===== src/rtl/ahbl_i2s_tx_pkg.sv =====
// Shared constants for the AHB-Lite I2S transmitter: register map, field
// positions, frame geometry and the serializer state type.
package ahbl_i2s_tx_pkg;

  // Word offsets decoded from HADDR[3:2]
  localparam logic [1:0] REG_DATA   = 2'd0;
  localparam logic [1:0] REG_STATUS = 2'd1;
  localparam logic [1:0] REG_CTRL   = 2'd2;
  localparam logic [1:0] REG_RSVD   = 2'd3;

  // STATUS fields
  localparam int STAT_FULL      = 0;
  localparam int STAT_EMPTY     = 1;
  localparam int STAT_UNDERRUN  = 2;
  localparam int STAT_OVERRUN   = 3;
  localparam int STAT_LEVEL_LSB = 8;
  localparam int STAT_LEVEL_W   = 8;

  // CTRL fields
  localparam int CTRL_EN      = 0;
  localparam int CTRL_IE      = 1;
  localparam int CTRL_DIV_LSB = 8;
  localparam int CTRL_DIV_W   = 8;
  localparam int CTRL_THR_LSB = 16;
  localparam int CTRL_THR_W   = 8;

  // Frame geometry: two 32-bit slots per 64-bit frame
  localparam int FRAME_LEN = 64;
  localparam int SLOT_W    = 32;
  localparam int BITCNT_W  = $clog2(FRAME_LEN);

  typedef enum logic {
    TX_IDLE = 1'b0,
    TX_RUN  = 1'b1
  } tx_state_e;

  // A new word is loaded at the first falling edge of each slot.
  function automatic logic is_pop_slot(input logic [BITCNT_W-1:0] k);
    return (k == '0) || (k == BITCNT_W'(SLOT_W));
  endfunction

  // Word select is high for k = 31..62: it leads each slot's MSB by one bit.
  function automatic logic ws_for_bit(input logic [BITCNT_W-1:0] k);
    return (k >= BITCNT_W'(SLOT_W - 1)) && (k <= BITCNT_W'(FRAME_LEN - 2));
  endfunction

endpackage


===== src/rtl/ahbl_i2s_tx_fifo.sv =====
// Synchronous show-ahead FIFO holding channel words for the serializer.
// A push into a full FIFO is accepted only when a pop happens in the same cycle.
module i2s_tx_fifo
  import ahbl_i2s_tx_pkg::*;
#(
  parameter int DEPTH = 8,
  parameter int WIDTH = SLOT_W,
  localparam int AW   = $clog2(DEPTH)
) (
  input  logic             clk_i,
  input  logic             rst_ni,
  input  logic             push_i,
  input  logic [WIDTH-1:0] wdata_i,
  input  logic             pop_i,
  output logic [WIDTH-1:0] rdata_o,
  output logic [AW:0]      level_o,
  output logic             full_o,
  output logic             empty_o,
  output logic             push_ok_o,
  output logic             pop_ok_o
);

  logic [WIDTH-1:0] mem_q [DEPTH];
  logic [AW-1:0]    wr_ptr_q, rd_ptr_q;
  logic [AW:0]      level_q;

  assign full_o    = (level_q == (AW+1)'(DEPTH));
  assign empty_o   = (level_q == '0);
  assign pop_ok_o  = pop_i & ~empty_o;
  assign push_ok_o = push_i & (~full_o | pop_ok_o);
  assign rdata_o   = mem_q[rd_ptr_q];
  assign level_o   = level_q;

  // Storage array: written on accepted pushes only
  always_ff @(posedge clk_i) begin
    if (push_ok_o) mem_q[wr_ptr_q] <= wdata_i;
  end

  // Pointers and fill level; pointers wrap naturally since DEPTH is a power of 2
  always_ff @(posedge clk_i or negedge rst_ni) begin
    if (!rst_ni) begin
      wr_ptr_q <= '0;
      rd_ptr_q <= '0;
      level_q  <= '0;
    end else begin
      if (push_ok_o) wr_ptr_q <= wr_ptr_q + 1'b1;
      if (pop_ok_o)  rd_ptr_q <= rd_ptr_q + 1'b1;
      case ({push_ok_o, pop_ok_o})
        2'b10:   level_q <= level_q + 1'b1;
        2'b01:   level_q <= level_q - 1'b1;
        default: level_q <= level_q;
      endcase
    end
  end

endmodule


===== src/rtl/ahbl_i2s_tx.sv =====
// AHB-Lite I2S master transmitter: register file, bit-clock divider and
// Philips-format serializer fed from a channel-word FIFO.
module ahbl_i2s_tx
  import ahbl_i2s_tx_pkg::*;
#(
  parameter int          FIFO_DEPTH = 8,
  parameter int unsigned DIV_RST    = 3
) (
  input  logic        HCLK,
  input  logic        HRESETn,
  input  logic        HSEL,
  input  logic [31:0] HADDR,
  input  logic [1:0]  HTRANS,
  input  logic [2:0]  HSIZE,
  input  logic        HWRITE,
  input  logic        HREADY,
  input  logic [31:0] HWDATA,
  output logic        HREADYOUT,
  output logic [31:0] HRDATA,
  output logic        i2s_clk,
  output logic        ws,
  output logic        sd,
  output logic        irq
);

  localparam int LVL_W = $clog2(FIFO_DEPTH) + 1;

  // Bus phase registers
  logic       act_q, wr_q;
  logic [1:0] addr_q;
  logic       wr_en, rd_en;

  // Register file
  logic                  en_q, ie_q;
  logic [CTRL_DIV_W-1:0] div_q;
  logic [CTRL_THR_W-1:0] thr_q;
  logic                  und_q, ovr_q, irq_q;

  // FIFO interface
  logic              push_req, pop_req;
  logic              fifo_push_ok, fifo_pop_ok;
  logic [SLOT_W-1:0] fifo_rdata;
  logic [LVL_W-1:0]  fifo_level;
  logic              fifo_full, fifo_empty;
  logic [7:0]        level8;

  // Serializer state
  tx_state_e             state_q, state_d;
  logic                  run;
  logic [CTRL_DIV_W-1:0] div_cnt_q, div_act_q;
  logic                  tick, fall_tick;
  logic                  clk_q, ws_q, sd_q;
  logic [BITCNT_W-1:0]   bit_q;
  logic [SLOT_W-1:0]     sh_q;
  logic                  underrun_evt, overrun_evt;

  // Address bits below word granularity, upper address and size are not decoded.
  logic unused_bus;
  assign unused_bus = ^{HADDR[31:4], HADDR[1:0], HSIZE, HTRANS[0]};

  assign HREADYOUT = 1'b1;
  assign wr_en     = act_q & wr_q;
  assign rd_en     = act_q & ~wr_q;
  assign level8    = 8'(fifo_level);

  // Capture the address phase of each active transfer
  always_ff @(posedge HCLK or negedge HRESETn) begin
    if (!HRESETn) begin
      act_q  <= 1'b0;
      wr_q   <= 1'b0;
      addr_q <= '0;
    end else if (HREADY) begin
      act_q  <= HSEL & HTRANS[1];
      wr_q   <= HWRITE;
      addr_q <= HADDR[3:2];
    end
  end

  // CTRL register writes in the data phase
  always_ff @(posedge HCLK or negedge HRESETn) begin
    if (!HRESETn) begin
      en_q  <= 1'b0;
      ie_q  <= 1'b0;
      div_q <= CTRL_DIV_W'(DIV_RST);
      thr_q <= '0;
    end else if (wr_en && (addr_q == REG_CTRL)) begin
      en_q  <= HWDATA[CTRL_EN];
      ie_q  <= HWDATA[CTRL_IE];
      div_q <= HWDATA[CTRL_DIV_LSB +: CTRL_DIV_W];
      thr_q <= HWDATA[CTRL_THR_LSB +: CTRL_THR_W];
    end
  end

  // Sticky error flags: write-1-to-clear, a new event in the same cycle wins
  always_ff @(posedge HCLK or negedge HRESETn) begin
    if (!HRESETn) begin
      und_q <= 1'b0;
      ovr_q <= 1'b0;
    end else begin
      if (wr_en && (addr_q == REG_STATUS) && HWDATA[STAT_UNDERRUN]) und_q <= 1'b0;
      if (wr_en && (addr_q == REG_STATUS) && HWDATA[STAT_OVERRUN])  ovr_q <= 1'b0;
      if (underrun_evt) und_q <= 1'b1;
      if (overrun_evt)  ovr_q <= 1'b1;
    end
  end

  // Registered FIFO-level interrupt
  always_ff @(posedge HCLK or negedge HRESETn) begin
    if (!HRESETn) irq_q <= 1'b0;
    else          irq_q <= ie_q & (level8 <= thr_q);
  end

  // Read mux driven from the registered data-phase address
  always_comb begin
    HRDATA = '0;
    if (rd_en) begin
      case (addr_q)
        REG_STATUS: begin
          HRDATA[STAT_FULL]                        = fifo_full;
          HRDATA[STAT_EMPTY]                       = fifo_empty;
          HRDATA[STAT_UNDERRUN]                    = und_q;
          HRDATA[STAT_OVERRUN]                     = ovr_q;
          HRDATA[STAT_LEVEL_LSB +: STAT_LEVEL_W]   = level8;
        end
        REG_CTRL: begin
          HRDATA[CTRL_EN]                          = en_q;
          HRDATA[CTRL_IE]                          = ie_q;
          HRDATA[CTRL_DIV_LSB +: CTRL_DIV_W]       = div_q;
          HRDATA[CTRL_THR_LSB +: CTRL_THR_W]       = thr_q;
        end
        default: HRDATA = '0;
      endcase
    end
  end

  assign push_req     = wr_en & (addr_q == REG_DATA);
  assign overrun_evt  = push_req & ~fifo_push_ok;
  assign pop_req      = fall_tick & is_pop_slot(bit_q);
  assign underrun_evt = pop_req & fifo_empty;

  i2s_tx_fifo #(
    .DEPTH (FIFO_DEPTH),
    .WIDTH (SLOT_W)
  ) u_fifo (
    .clk_i     (HCLK),
    .rst_ni    (HRESETn),
    .push_i    (push_req),
    .wdata_i   (HWDATA),
    .pop_i     (pop_req),
    .rdata_o   (fifo_rdata),
    .level_o   (fifo_level),
    .full_o    (fifo_full),
    .empty_o   (fifo_empty),
    .push_ok_o (fifo_push_ok),
    .pop_ok_o  (fifo_pop_ok)
  );

  // Transmitter state register
  always_ff @(posedge HCLK or negedge HRESETn) begin
    if (!HRESETn) state_q <= TX_IDLE;
    else          state_q <= state_d;
  end

  // Next state: follow EN; run is dropped as soon as EN clears so an abort
  // reaches the pins on the very next clock
  always_comb begin
    state_d = state_q;
    case (state_q)
      TX_IDLE: if (en_q)  state_d = TX_RUN;
      TX_RUN:  if (!en_q) state_d = TX_IDLE;
      default: state_d = TX_IDLE;
    endcase
  end

  assign run       = (state_q == TX_RUN) & en_q;
  assign tick      = run & (div_cnt_q == div_act_q);
  assign fall_tick = tick & clk_q;

  // Divider: the active divisor is reloaded only at ticks so DIV changes land cleanly
  always_ff @(posedge HCLK or negedge HRESETn) begin
    if (!HRESETn) begin
      div_cnt_q <= '0;
      div_act_q <= CTRL_DIV_W'(DIV_RST);
    end else if (!run || tick) begin
      div_cnt_q <= '0;
      div_act_q <= div_q;
    end else begin
      div_cnt_q <= div_cnt_q + 1'b1;
    end
  end

  // Serializer: sd and ws update together with each falling bit-clock edge
  always_ff @(posedge HCLK or negedge HRESETn) begin
    if (!HRESETn) begin
      clk_q <= 1'b0;
      ws_q  <= 1'b0;
      sd_q  <= 1'b0;
      bit_q <= '0;
      sh_q  <= '0;
    end else if (!run) begin
      clk_q <= 1'b0;
      ws_q  <= 1'b0;
      sd_q  <= 1'b0;
      bit_q <= '0;
      sh_q  <= '0;
    end else if (tick) begin
      clk_q <= ~clk_q;
      if (clk_q) begin
        bit_q <= bit_q + 1'b1;
        ws_q  <= ws_for_bit(bit_q);
        if (is_pop_slot(bit_q)) begin
          if (fifo_pop_ok) begin
            sd_q <= fifo_rdata[SLOT_W-1];
            sh_q <= {fifo_rdata[SLOT_W-2:0], 1'b0};
          end else begin
            sd_q <= 1'b0;
            sh_q <= '0;
          end
        end else begin
          sd_q <= sh_q[SLOT_W-1];
          sh_q <= {sh_q[SLOT_W-2:0], 1'b0};
        end
      end
    end
  end

  assign i2s_clk = clk_q;
  assign ws      = ws_q;
  assign sd      = sd_q;
  assign irq     = irq_q;

endmodule


===== config.mk =====
export PLATFORM = sky130hd
export DESIGN_NAME = ahbl_i2s_tx
export DESIGN_NICKNAME = d
export VERILOG_FILES = /design/src/rtl/ahbl_i2s_tx_pkg.sv /design/src/rtl/ahbl_i2s_tx_fifo.sv /design/src/rtl/ahbl_i2s_tx.sv
export SDC_FILE = /design/constraint.sdc
export NUM_CORES = 1
export LEC_CHECK = 0
export BUFFER_PORTS_ARGS = -buffer_cell sky130_fd_sc_hd__clkbuf_2
export CAP_MARGIN = 20
export CORE_UTILIZATION = 40
export CTS_BUF_LIST = sky130_fd_sc_hd__clkbuf_16
export CTS_CLUSTER_SIZE = 30
export DETAILED_ROUTE_END_ITERATION = 12
export HOLD_SLACK_MARGIN = 0.03
export SLEW_MARGIN = 10
export SYNTH_ARGS = -nofsm -noshare
export SYNTH_HDL_FRONTEND = slang
export SYNTH_SLANG_ARGS = --single-unit

===== constraint.sdc =====
create_clock -name HCLK -period 3.66 [get_ports HCLK]
set_input_delay 0.183 -clock HCLK [delete_from_list [all_inputs] [get_ports HCLK]]
set_output_delay 0.183 -clock HCLK [all_outputs]
set_load 0.005 [all_outputs]

==> results.json <==
{
  "root_buffer": "clkbuf_16",
  "gp_congestion": 0.7698,
  "reg2reg_from": "div_cnt_q[4]$_DFF_PN0_",
  "grt_pass1_wl_microns": 45890,
  "num_rows": 68,
  "worstReg2RegEnd": "u_fifo.level_o[2]$_DFFE_PN0P_",
  "first_pass_iters": 4,
  "min-delay-start": "HWDATA[23]",
  "cts_buffers": 37,
  "synth_compound_area_frac": 0.04692,
  "grt_setup_unrepaired": "false",
  "crit_path_start_kind": "register",
  "cts_tree": "done",
  "relSlewSlack": 0.4010,
  "ir_drop_mv": 0.4088,
  "worstPathRequired_ps": 4040,
  "top_layer": "met4",
  "syn_inst": 853,
  "status": "complete, no violations",
  "routedWlPerCell_microns": 20.28,
  "ys_ff_latch": 348,
  "core_sq_um": 34800,
  "wl_met2_microns": 14460,
  "avgSynthCellArea_sq_um": 16.72,
  "drc": 0,
  "clockBufferDepth": 3,
  "worstMarginPinSlew_ps": 898.5,
  "dieArea_sq_um": 36430,
  "cap_violations": 0,
  "wl_met1_microns": 13360,
  "final_cell_mix": "256 x edfxtp_1, 85 x dfrtp_1, 65 x a21oi_1",
  "synthArstFlopShare": 0.2644,
  "antennaDiodeCount": 0,
  "ant_nets": 0,
  "synth_edf_count": 256,
  "fin_crit_sh": 0.8236,
  "die_y_microns": 190.9,
  "clk_pin_slew_ps": 60,
  "wirelength_microns": 29430,
  "drive_above_1_share": 0.2490,
  "hold_violations": 0,
  "h-tree-depth": 2,
  "antenna_found_initial": 0,
  "p_per_area_nw_per_um2": 534.0,
  "clk_latency_ps": 520,
  "crit_arrival_ps": 3390,
  "worst-path-max-fanout": 16,
  "final_common_cell": "edfxtp_1",
  "netlist_area_sq_um": 14270,
  "setup_slack_ps": 645.6,
  "initial_core_util": 0.4100,
  "yosys.area_share.adder": 0.01403,
  "io_pins": 111,
  "clock-sinks": 348,
  "dp_hpwl_microns": 17080,
  "synthMuxAreaShare": 0.1472,
  "yosysWarnings": 0,
  "grt_max_degree": 68,
  "period_needed_ps": 3014,
  "cp-end-kind": "register",
  "setup_viol": 0,
  "synth_xor_area_frac": 0.01535,
  "fin_skew_ps": 18.24,
  "vias": 7610,
  "hold_ws_ps": 42.51,
  "avgViaCountPerCell": 5.245,
  "drt_iter0_drc": 543,
  "timing.fmax_ghz": 0.3317,
  "rrSetupSlack_ps": 650,
  "syn2layout_area_growth_pct": 16.97,
  "power_leakage_nw": 5.982,
  "grt_pass1_vias": 7745,
  "die_x_microns": 190.9,
  "grt_overflow": 0,
  "synth_top_family_by_area": "multiplexers",
  "yosysSeqAreaShare": 0.7006,
  "hold_end": "u_fifo.mem_q[4][23]$_DFFE_PP_",
  "rr_worst_depth": 12,
  "numPortBuffers": 63,
  "wl_met3_microns": 1122,
  "yosys.area_share.simple": 0.05069,
  "fin_setup_tns_ps": 0,
  "synthFlopType": "edfxtp_1",
  "crit_type": "register to register",
  "synth.distinct_cells": 47,
  "grt_use_total": 0.1668,
  "worstHoldPathCells": 1,
  "dp_slack_ps": 669.4,
  "drv_slew": 0,
  "final_core_util": 0.4795,
  "hp-class": "input pin to register",
  "num-nets-final": 1057
}
## power by group
group,total [mW],switching [mW],internal [mW]
logic,0.894,0.505,0.389
registers,4.66,0.202,4.46
clock network,3.35,1.44,1.91
## state kept, by name, summed over array words and instances, names as in the netlist
name,cells
u_fifo.level_o,4
ws,1
ie_q,1
u_fifo.mem_q,256
thr_q,8
bit_q,6
i2s_clk,1
sh_q,31
act_q,1
sd,1
ovr_q,1
div_act_q,8
state_q,1
und_q,1
u_fifo.rd_ptr_q,3
addr_q,2
u_fifo.wr_ptr_q,3
irq,1
en_q,1
wr_q,1
div_q,8
div_cnt_q,8
## cell families (layout without fill, tap and decap cells)
family                     count (synthesis)  in the layout
muxes                                    126            126
adders and majority gates                 16             16
buffers and inverters                     74            206
and+or+nand+nor                          141            141
DFF                                      348            348
other                                      2             13
xor gates and xnor gates                  25             25
AOI/OAI and AO/OA                        121            121
## Yosys cell counts, types with 2 or more instances
cell type / instances / area share
a211oi_1: 4 / 0.0021
a21oi_1: 65 / 0.023
a22oi_1: 6 / 0.0032
a32o_1: 2 / 0.0014
and2_1: 2 / 0.00088
and3_1: 20 / 0.0088
and4b_1: 3 / 0.0021
and4bb_2: 2 / 0.0018
buf_1: 5 / 0.0013
buf_2: 15 / 0.0053
buf_4: 13 / 0.0068
clkbuf_1: 28 / 0.0074
conb_1: 2 / 0.00053
dfrtp_1: 88 / 0.15
dfstp_2: 4 / 0.0074
edfxtp_1: 256 / 0.54
ha_1: 16 / 0.014
inv_1: 12 / 0.0032
mux2_2: 30 / 0.024
mux2i_1: 32 / 0.022
mux4_2: 64 / 0.10
nand2_1: 16 / 0.0042
nand2b_1: 3 / 0.0013
nand3_1: 11 / 0.0039
nand4_1: 4 / 0.0018
nor2_1: 60 / 0.016
nor2b_1: 4 / 0.0018
nor3_1: 3 / 0.0011
nor4_1: 3 / 0.0013
o21ai_0: 38 / 0.013
or3_1: 3 / 0.0013
xnor2_1: 6 / 0.0037
xor2_1: 19 / 0.012
## per-stage QoR
stage	area [sq um]	std cells	total power, mW
after detailed placement	15220	1346	5.613
after global routing	16690	1451	9.297
after floorplan	14310	864	5.289
after CTS	16690	1451	9.009
after global placement	15220	1346	5.592
final	16690	1451	8.910
## repair_timing
| action | in CTS | in global routing |
|---|---|---|
| setup buffers | 0 | 0 |
| hold buffers | 37 | 0 |
| gates resized for setup | 0 | 0 |
| hold endpoints to repair | 251 | 0 |
## metal layers
| metal | vias to the layer above | global-route usage |
|---|---|---|
| met5 | - | 0 |
| met4 | 0 | 0.03969 |
| met3 | 36 | 0.02411 |
| met2 | 147 | 0.2765 |
| met1 | 3925 | 0.2318 |
| li1 | 3502 | - |
## how the worst max path moves through the flow
stage | from | end | slack (ps) | depth (start not counted)
final | div_cnt_q[4]$_DFF_PN0_ | u_fifo.level_o[2]$_DFFE_PN0P_ | 650 | 12
after global routing | div_cnt_q[4]$_DFF_PN0_ | u_fifo.level_o[2]$_DFFE_PN0P_ | 380 | 12
after CTS | div_cnt_q[4]$_DFF_PN0_ | u_fifo.level_o[2]$_DFFE_PN0P_ | 640 | 12
after detailed placement | div_cnt_q[4]$_DFF_PN0_ | u_fifo.level_o[2]$_DFFE_PN0P_ | 670 | 12
after global placement | div_act_q[7]$_DFFE_PN0N_ | u_fifo.level_o[2]$_DFFE_PN0P_ | 650 | 12
after floorplan | bit_q[0]$_DFFE_PN0P_ | u_fifo.mem_q[6][0]$_DFFE_PP_ | 650 | 7
## worst max-delay path, cell delays in order (launching register included)
cell     delay [ps]
dfrtp_1         410
xor2_1          150
nor4_1          510
nand3_1         210
buf_4           240
nor3_1          250
ha_1            300
xor2_1          100
ha_1            190
a21oi_1         140
xor2_1          170
nor2_1           70
xor2_1          140
## area by class of cell
type	instances	area, sq um
Sequential cell	348	10000
Multi-Input combinational cell	442	3969
Clock inverter	29	118.9
Clock buffer	39	975.9
Fill cell	2964	18110
Timing Repair Buffer	126	1008
Inverter	12	45.04
Tap cell	455	569.3
Note: power is estimated with default switching activity, not from simulation.
